--- src/rtl/seq_addsub_pkg.sv ---
// Shared definitions for the sequential adder/subtractor (optional saturation via SEQ_ADDSUB_SAT_EN).
// FSM encoding, a counter-width helper and the single-bit full-adder cell used by the chunk adder.
package seq_addsub_pkg;

  typedef enum logic [1:0] {
    IDLE = 2'd0,
    RUN  = 2'd1,
    DONE = 2'd2
  } state_e;

  // Ceiling log2, never smaller than 1 so a one-chunk configuration still has a counter bit.
  function automatic int clog2_min1(input int v);
    int r;
    r = 0;
    for (int i = 0; i < 32; i++) begin
      if ((1 << r) < v) r = r + 1;
    end
    return (r < 1) ? 1 : r;
  endfunction

  // Single-bit full adder cell: returns {carry_out, sum}.
  function automatic logic [1:0] full_add(input logic x, input logic y, input logic ci);
    return {(x & y) | (x & ci) | (y & ci), x ^ y ^ ci};
  endfunction

endpackage

--- src/rtl/seq_addsub_if.sv ---
// Operand/result handshake bundle between the register-read stage and the sequential adder.
interface seq_addsub_if #(
  parameter int N = 32
);
  // A transfer happens on a rising edge where valid && ready; the sender holds its payload
  // stable while valid is high and ready is low, and ready never depends on valid.
  logic         in_valid;
  logic         in_ready;
  logic [N-1:0] a;
  logic [N-1:0] b;
  logic         sub;
  logic         c_in;
  logic         out_valid;
  logic         out_ready;
  logic [N-1:0] sum;
  logic         c_out;
  logic         overflow;
  logic         zero;

  modport master (
    output in_valid, a, b, sub, c_in, out_ready,
    input  in_ready, out_valid, sum, c_out, overflow, zero
  );

  modport slave (
    input  in_valid, a, b, sub, c_in, out_ready,
    output in_ready, out_valid, sum, c_out, overflow, zero
  );
endinterface

--- src/rtl/addsub_chunk.sv ---
// W-bit combinational ripple adder built from the package full-adder cell; also exports the
// carry into its MSB so the caller can form the signed-overflow flag.
module addsub_chunk
  import seq_addsub_pkg::*;
#(
  parameter int W = 8
) (
  input  logic [W-1:0] a_i,
  input  logic [W-1:0] b_i,
  input  logic         c_i,
  output logic [W-1:0] s_o,
  output logic         c_o,
  output logic         c_msb_o
);
  logic [W:0] c;

  assign c[0] = c_i;

  for (genvar i = 0; i < W; i++) begin : g_bit
    assign {c[i+1], s_o[i]} = full_add(a_i[i], b_i[i], c[i]);
  end

  assign c_o     = c[W];
  assign c_msb_o = c[W-1];
endmodule

--- src/rtl/seq_addsub.sv ---
// Sequential N-bit adder/subtractor, W bits per cycle through one shared ripple chunk.
// Defining SEQ_ADDSUB_SAT_EN saturates the result on signed overflow.
module seq_addsub
  import seq_addsub_pkg::*;
#(
  parameter int N = 32,
  parameter int W = 8
) (
  input  logic   clk,
  input  logic   rst,
  seq_addsub_if.slave io,
  output state_e dbg_state_o
);
  localparam int            CHUNKS = N / W;
  localparam int            CW     = clog2_min1(CHUNKS);
  localparam logic [CW-1:0] LAST   = CW'(CHUNKS - 1);

  state_e        state_q;
  logic [N-1:0]  a_q, b_q, res_q, sum_q;
  logic          carry_q, c_out_q, ovf_q, zero_q;
  logic          in_ready_q, out_valid_q;
  logic [CW-1:0] cnt_q;

  logic [W-1:0]  s;
  logic          cy, c_msb;
  logic [N-1:0]  res_d, sum_d;
  logic          ovf_d;

  addsub_chunk #(.W(W)) u_chunk (
    .a_i     (a_q[W-1:0]),
    .b_i     (b_q[W-1:0]),
    .c_i     (carry_q),
    .s_o     (s),
    .c_o     (cy),
    .c_msb_o (c_msb)
  );

  // New chunk enters at the top so after CHUNKS shifts chunk 0 sits at bit 0.
  assign res_d = (res_q >> W) | (N'(s) << (N - W));
  assign ovf_d = c_msb ^ cy;

  // On the last chunk a_q[W-1] is the original sign bit of A.
`ifdef SEQ_ADDSUB_SAT_EN
  assign sum_d = !ovf_d ? res_d :
                 (a_q[W-1] ? {1'b1, {(N-1){1'b0}}} : {1'b0, {(N-1){1'b1}}});
`else
  assign sum_d = res_d;
`endif

  always_ff @(posedge clk) begin
    if (rst) begin
      state_q     <= IDLE;
      a_q         <= '0;
      b_q         <= '0;
      res_q       <= '0;
      sum_q       <= '0;
      carry_q     <= 1'b0;
      c_out_q     <= 1'b0;
      ovf_q       <= 1'b0;
      zero_q      <= 1'b0;
      cnt_q       <= '0;
      in_ready_q  <= 1'b1;
      out_valid_q <= 1'b0;
    end else begin
      case (state_q)
        IDLE: begin
          if (io.in_valid && in_ready_q) begin
            a_q        <= io.a;
            b_q        <= io.sub ? ~io.b : io.b;
            carry_q    <= io.sub ^ io.c_in;
            cnt_q      <= '0;
            res_q      <= '0;
            in_ready_q <= 1'b0;
            state_q    <= RUN;
          end
        end
        RUN: begin
          a_q     <= a_q >> W;
          b_q     <= b_q >> W;
          res_q   <= res_d;
          carry_q <= cy;
          cnt_q   <= cnt_q + 1'b1;
          if (cnt_q == LAST) begin
            sum_q       <= sum_d;
            c_out_q     <= cy;
            ovf_q       <= ovf_d;
            zero_q      <= (sum_d == '0);
            out_valid_q <= 1'b1;
            state_q     <= DONE;
          end
        end
        DONE: begin
          if (io.out_ready) begin
            out_valid_q <= 1'b0;
            in_ready_q  <= 1'b1;
            state_q     <= IDLE;
          end
        end
        default: state_q <= IDLE;
      endcase
    end
  end

  assign io.in_ready  = in_ready_q;
  assign io.out_valid = out_valid_q;
  assign io.sum       = sum_q;
  assign io.c_out     = c_out_q;
  assign io.overflow  = ovf_q;
  assign io.zero      = zero_q;
  assign dbg_state_o  = state_q;
endmodule

--- src/flat_wrapper.sv ---
// flat-port wrapper written by rule: the top's interface ports become plain ports
module seq_addsub_flat import seq_addsub_pkg::*;
#(
  parameter int N = 32,
  parameter int W = 8
)
  (clk, rst, dbg_state_o, io_in_valid, io_a, io_b, io_sub, io_c_in, io_out_ready, io_in_ready, io_out_valid, io_sum, io_c_out, io_overflow, io_zero);
  seq_addsub_if #(.N(N)) io_i ();
  input  logic clk;
  input  logic rst;
  output state_e dbg_state_o;
  input wire logic [$bits(io_i.in_valid)-1:0] io_in_valid;
  input wire logic [$bits(io_i.a)-1:0] io_a;
  input wire logic [$bits(io_i.b)-1:0] io_b;
  input wire logic [$bits(io_i.sub)-1:0] io_sub;
  input wire logic [$bits(io_i.c_in)-1:0] io_c_in;
  input wire logic [$bits(io_i.out_ready)-1:0] io_out_ready;
  output wire logic [$bits(io_i.in_ready)-1:0] io_in_ready;
  output wire logic [$bits(io_i.out_valid)-1:0] io_out_valid;
  output wire logic [$bits(io_i.sum)-1:0] io_sum;
  output wire logic [$bits(io_i.c_out)-1:0] io_c_out;
  output wire logic [$bits(io_i.overflow)-1:0] io_overflow;
  output wire logic [$bits(io_i.zero)-1:0] io_zero;
  assign io_i.in_valid = io_in_valid;
  assign io_i.a = io_a;
  assign io_i.b = io_b;
  assign io_i.sub = io_sub;
  assign io_i.c_in = io_c_in;
  assign io_i.out_ready = io_out_ready;
  assign io_in_ready = io_i.in_ready;
  assign io_out_valid = io_i.out_valid;
  assign io_sum = io_i.sum;
  assign io_c_out = io_i.c_out;
  assign io_overflow = io_i.overflow;
  assign io_zero = io_i.zero;
  seq_addsub #(.N(N), .W(W)) u_core (.clk(clk), .rst(rst), .io(io_i), .dbg_state_o(dbg_state_o));
endmodule
--- config.mk ---
export PLATFORM = sky130hd
export DESIGN_NAME = seq_addsub_flat
export DESIGN_NICKNAME = d
export VERILOG_FILES = /design/src/rtl/seq_addsub_pkg.sv /design/src/rtl/seq_addsub_if.sv /design/src/rtl/addsub_chunk.sv /design/src/rtl/seq_addsub.sv /design/src/flat_wrapper.sv
export SDC_FILE = /design/constraint.sdc
export NUM_CORES = 1
export LEC_CHECK = 0
export ABC_AREA = 1
export CAP_MARGIN = 25
export CORE_MARGIN = 10
export CORE_UTILIZATION = 48
export CTS_BUF_LIST = sky130_fd_sc_hd__clkbuf_8
export CTS_CLUSTER_SIZE = 12
export DETAILED_ROUTE_END_ITERATION = 8
export PLACE_DENSITY = 0.89
export SETUP_SLACK_MARGIN = 0.5
export SLEW_MARGIN = 15
export SYNTH_ARGS = -nofsm -noshare
export SYNTH_HDL_FRONTEND = slang
export SYNTH_SLANG_ARGS = --single-unit
--- constraint.sdc ---
create_clock -name clk -period 4.3 [get_ports clk]
set_clock_uncertainty 0.15 [all_clocks]
set_input_delay 0.86 -clock clk [delete_from_list [all_inputs] [get_ports clk]]
set_output_delay 0.86 -clock clk [all_outputs]
set_load 0.02 [all_outputs]
==> impl_metrics.env <==
export IMPL_ff2ff_path_depth=17
export IMPL_die_h_um=126
export IMPL_crit_arrival_ps=4090
export IMPL_end_kind="register"
export IMPL_synth_edff_count=0
export IMPL_slew_violations=0
export IMPL_clock_path_buffers=2
export IMPL_fmax_mhz=255
export IMPL_grt_usage_pct=18.4
export IMPL_grt_max_degree=53
export IMPL_totalWireLength_um=14900
export IMPL_synth_distinct_cells=31
export IMPL_async_flop_share_pct=0
export IMPL_cap_violations=0
export IMPL_fp_dieW_um=126
export IMPL_fin_tns_setup_ps=0
export IMPL_setup_violations=0
export IMPL_p_int_mw=2.01
export IMPL_cts_htree_levels=4
export IMPL_ys_warn_count=0
export IMPL_ir_worst_vdd_mv=0.258
export IMPL_synth_avg_cell_area_um2=8.22
export IMPL_worstMarginPinSlew_ps=882
export IMPL_path_clk_slew_ps=80
export IMPL_clock_sinks=130
export IMPL_p_switching_mw=0.794
export IMPL_avgViaCountPerCell=5.50
export IMPL_ff2ff_setup_slack_ps=380
export IMPL_syn_cell_area_um2=5420
export IMPL_portBuffers=108
export IMPL_hp_class="register to register"
export IMPL_reg2reg_from="u_core.b_q[0]$_SDFFE_PP0P_"
export IMPL_yosysSeqAreaShare_pct=48.0
export IMPL_dpl_cell_area_um2=6520
export IMPL_synthToLayoutAreaGrowth_pct=28.9
export IMPL_gr_total_overflow=0
export IMPL_r2r_end="u_core.io.zero$_SDFFE_PP0P_"
export IMPL_p_per_area_nw_per_um2=402
export IMPL_p_comb_share_pct=16.1
export IMPL_fp_coreArea_um2=10900
export IMPL_cts_root_buffer="clkbuf_8"
export IMPL_worst_slack_ps=376
export IMPL_antenna_cells=0
export IMPL_drt_iter0_drc=495
export IMPL_io_pins=109
export IMPL_crit_type="register to register"
export IMPL_drc_errors=0
export IMPL_place_ws_ps=327
export IMPL_required_ps=4460
export IMPL_design_power_total_mw=2.81
export IMPL_synth_fp_nets=738
export IMPL_finalHoldViolCount=0
export IMPL_seqPwrFrac_pct=47.1
export IMPL_hold_path_end="u_core.a_q[28]$_SDFFE_PP0P_"
export IMPL_p_leak_nw=2.72
export IMPL_ant_nets=0
export IMPL_relSlewSlack_pct=41.2
export IMPL_dieArea_um2=15900
export IMPL_crit_fanout=2
export IMPL_min_delay_start="u_core.a_q[28]$_SDFFE_PP0P_"
export IMPL_fin_cells=904
export IMPL_timing_final_crit_share_pct=91.3
export IMPL_cts_buffers=17
export IMPL_synthCells=659
export IMPL_period_needed_ps=3920
export IMPL_hpwl_um=10200
export IMPL_ys_ff_latch=130
export IMPL_layout_drive_gt1_share_pct=9.69
export IMPL_clkPwrFrac_pct=36.7
export IMPL_antenna_found_initial=0
export IMPL_vias=4976
export IMPL_wire_per_inst_um=16.5
export IMPL_dpl_cell_count=869
export IMPL_drtPass1Iterations=5
export IMPL_synth_flop_cell="dfxtp_1"
export IMPL_final_area_um2=6990
export IMPL_cp_start_kind="register"
export IMPL_initial_core_util_pct=49.6
export IMPL_grt_pass1_vias=4778
export IMPL_rsz0062_at_grt="yes"
export IMPL_status="finished, final reports clean"
export IMPL_min_path_cells=2
export IMPL_nets=832
export IMPL_hold_buffers=0
export IMPL_clk_latency_ps=440
export IMPL_grt_first_pass_wirelength_um=24300
export IMPL_cts_tree="done"
export IMPL_swShare_pct=28.3
export IMPL_place_gp_congestion=0.834
export IMPL_rows=38
[layout by cell type, fill, tap and decap left out, types with 8 or more instances in the layout]
master | synthesis | final
inv_2 | 4 | 10
dfxtp_1 | 130 | 128
buf_4 | 5 | 12
a21oi_1 | 30 | 29
nand3_1 | 50 | 49
o21ai_0 | 43 | 42
nor2_1 | 70 | 69
fa_2 | 0 | 8
inv_1 | 57 | 51
xnor2_1 | 20 | 20
xor2_1 | 12 | 12
o221ai_1 | 22 | 22
nand2_1 | 115 | 115
o211ai_1 | 13 | 13
clkdlybuf4s50_1 | 0 | 107
o32ai_1 | 20 | 19
clkbuf_8 | 0 | 19
[Yosys cell counts (4+ instances only)]
master	instances	share of area, %
xnor2_1	20	3.2
dfxtp_1	130	48
xor2_1	12	1.9
nand3_1	50	4.6
buf_2	19	1.8
o21ai_0	43	4.0
nor2_1	70	4.8
buf_4	5	0.69
a21oi_1	30	2.8
inv_2	4	0.28
clkbuf_1	16	1.1
fa_1	8	3.0
inv_1	57	3.9
a211oi_1	7	0.97
o32ai_1	20	3.2
o221ai_1	22	3.6
o211ai_1	13	1.8
nand2_1	115	8.0
buf_1	5	0.35
[cells by family (layout without fill, tap and decap cells)]
logic type      after synthesis  after routing  share of synthesized area (%)
simple gates                241            241                           18.3
flops                       130            130                           48.0
buf+inv                     108            213                           8.40
xor+xnor                     32             32                           5.17
fa+ha+maj                     9              9                           3.19
compound gates              139            139                           17.0
[through the flow]
step / utilization, % / hold slack, ps
detailed placement: 59.7 / 303
floorplan: - / 283
global placement: 59.7 / 296
global route: 63.9 / 340
CTS: 63.5 / 317
finish: 63.9 / 318
[cell type report]
class / instances / area (um2)
Fill cell: 887 / 3950
Multi-Input combinational cell: 421 / 2400
Timing Repair Buffer: 121 / 1180
Tap cell: 140 / 175
Inverter: 62 / 233
Clock inverter: 11 / 133
Clock buffer: 19 / 262
Sequential cell: 130 / 2610
[worst max-delay path, cell delays in order, from the launching register on]
cell	delay (ps)
dfxtp_2	320
inv_2	70
fa_2	190
inv_2	40
fa_2	360
fa_2	370
fa_2	340
fa_2	360
fa_2	360
fa_2	380
inv_2	70
fa_2	460
nand3_2	90
nor2_2	40
nand2_1	50
nor2_1	40
nand2_1	80
a21oi_2	50
[flip-flops by register name, summed over array words and instances, names as in the netlist]
| signal | cells |
|---|---|
| u_core.io.sum | 32 |
| u_core.dbg_state_o | 2 |
| u_core.cnt_q | 2 |
| u_core.a_q | 32 |
| u_core.res_q | 24 |
| u_core.io.overflow | 1 |
| u_core.io.c_out | 1 |
| u_core.b_q | 32 |
| u_core.io.out_valid | 1 |
| u_core.io.in_ready | 1 |
| u_core.carry_q | 1 |
| u_core.io.zero | 1 |
[metal layers]
metal	share of wire [%]	up-vias	global-route usage (%)	wire length [um]
met1	42	2353	22.9	6260
li1	-	2390	-	-
met4	1.8	0	6.56	268
met2	49	208	29.7	7260
met3	7.5	25	5.29	1110
met5	0	-	0	0
[worst max path at each step]
| stage | from | slack [ps] | cells after the start | end |
|---|---|---|---|---|
| 2_1_floorplan | u_core.carry_q$_SDFFE_PP0P_ | 510 | 17 | u_core.io.zero$_SDFFE_PP0P_ |
| 3_3_place_gp | u_core.carry_q$_SDFFE_PP0P_ | 420 | 17 | u_core.io.zero$_SDFFE_PP0P_ |
| 3_5_place_dp | u_core.a_q[0]$_SDFFE_PP0P_ | 330 | 17 | u_core.io.zero$_SDFFE_PP0P_ |
| 4_1_cts | u_core.carry_q$_SDFFE_PP0P_ | 300 | 13 | u_core.res_q[31]$_SDFFE_PP0P_ |
| 5_1_grt | u_core.b_q[0]$_SDFFE_PP0P_ | 260 | 17 | u_core.io.zero$_SDFFE_PP0P_ |
| 6_report | u_core.b_q[0]$_SDFFE_PP0P_ | 380 | 17 | u_core.io.zero$_SDFFE_PP0P_ |
[repair_timing]
action                                  4_1_cts  5_1_grt
endpoints found under the setup margin        3        4
gates resized for setup                       6       10
pin swaps                                     8       11
buffers inserted                              2        3
[power groups by stage]
stage / Combinational (mW) / Clock (mW) / Sequential (mW)
after global routing: 0.505 / 1.09 / 1.33
after floorplan: 0.285 / 0 / 1.34
after global placement: 0.419 / 0 / 1.35
after detailed placement: 0.429 / 0 / 1.35
final: 0.453 / 1.03 / 1.32
after CTS: 0.438 / 1.04 / 1.32
(Power assumes the default switching activity.)
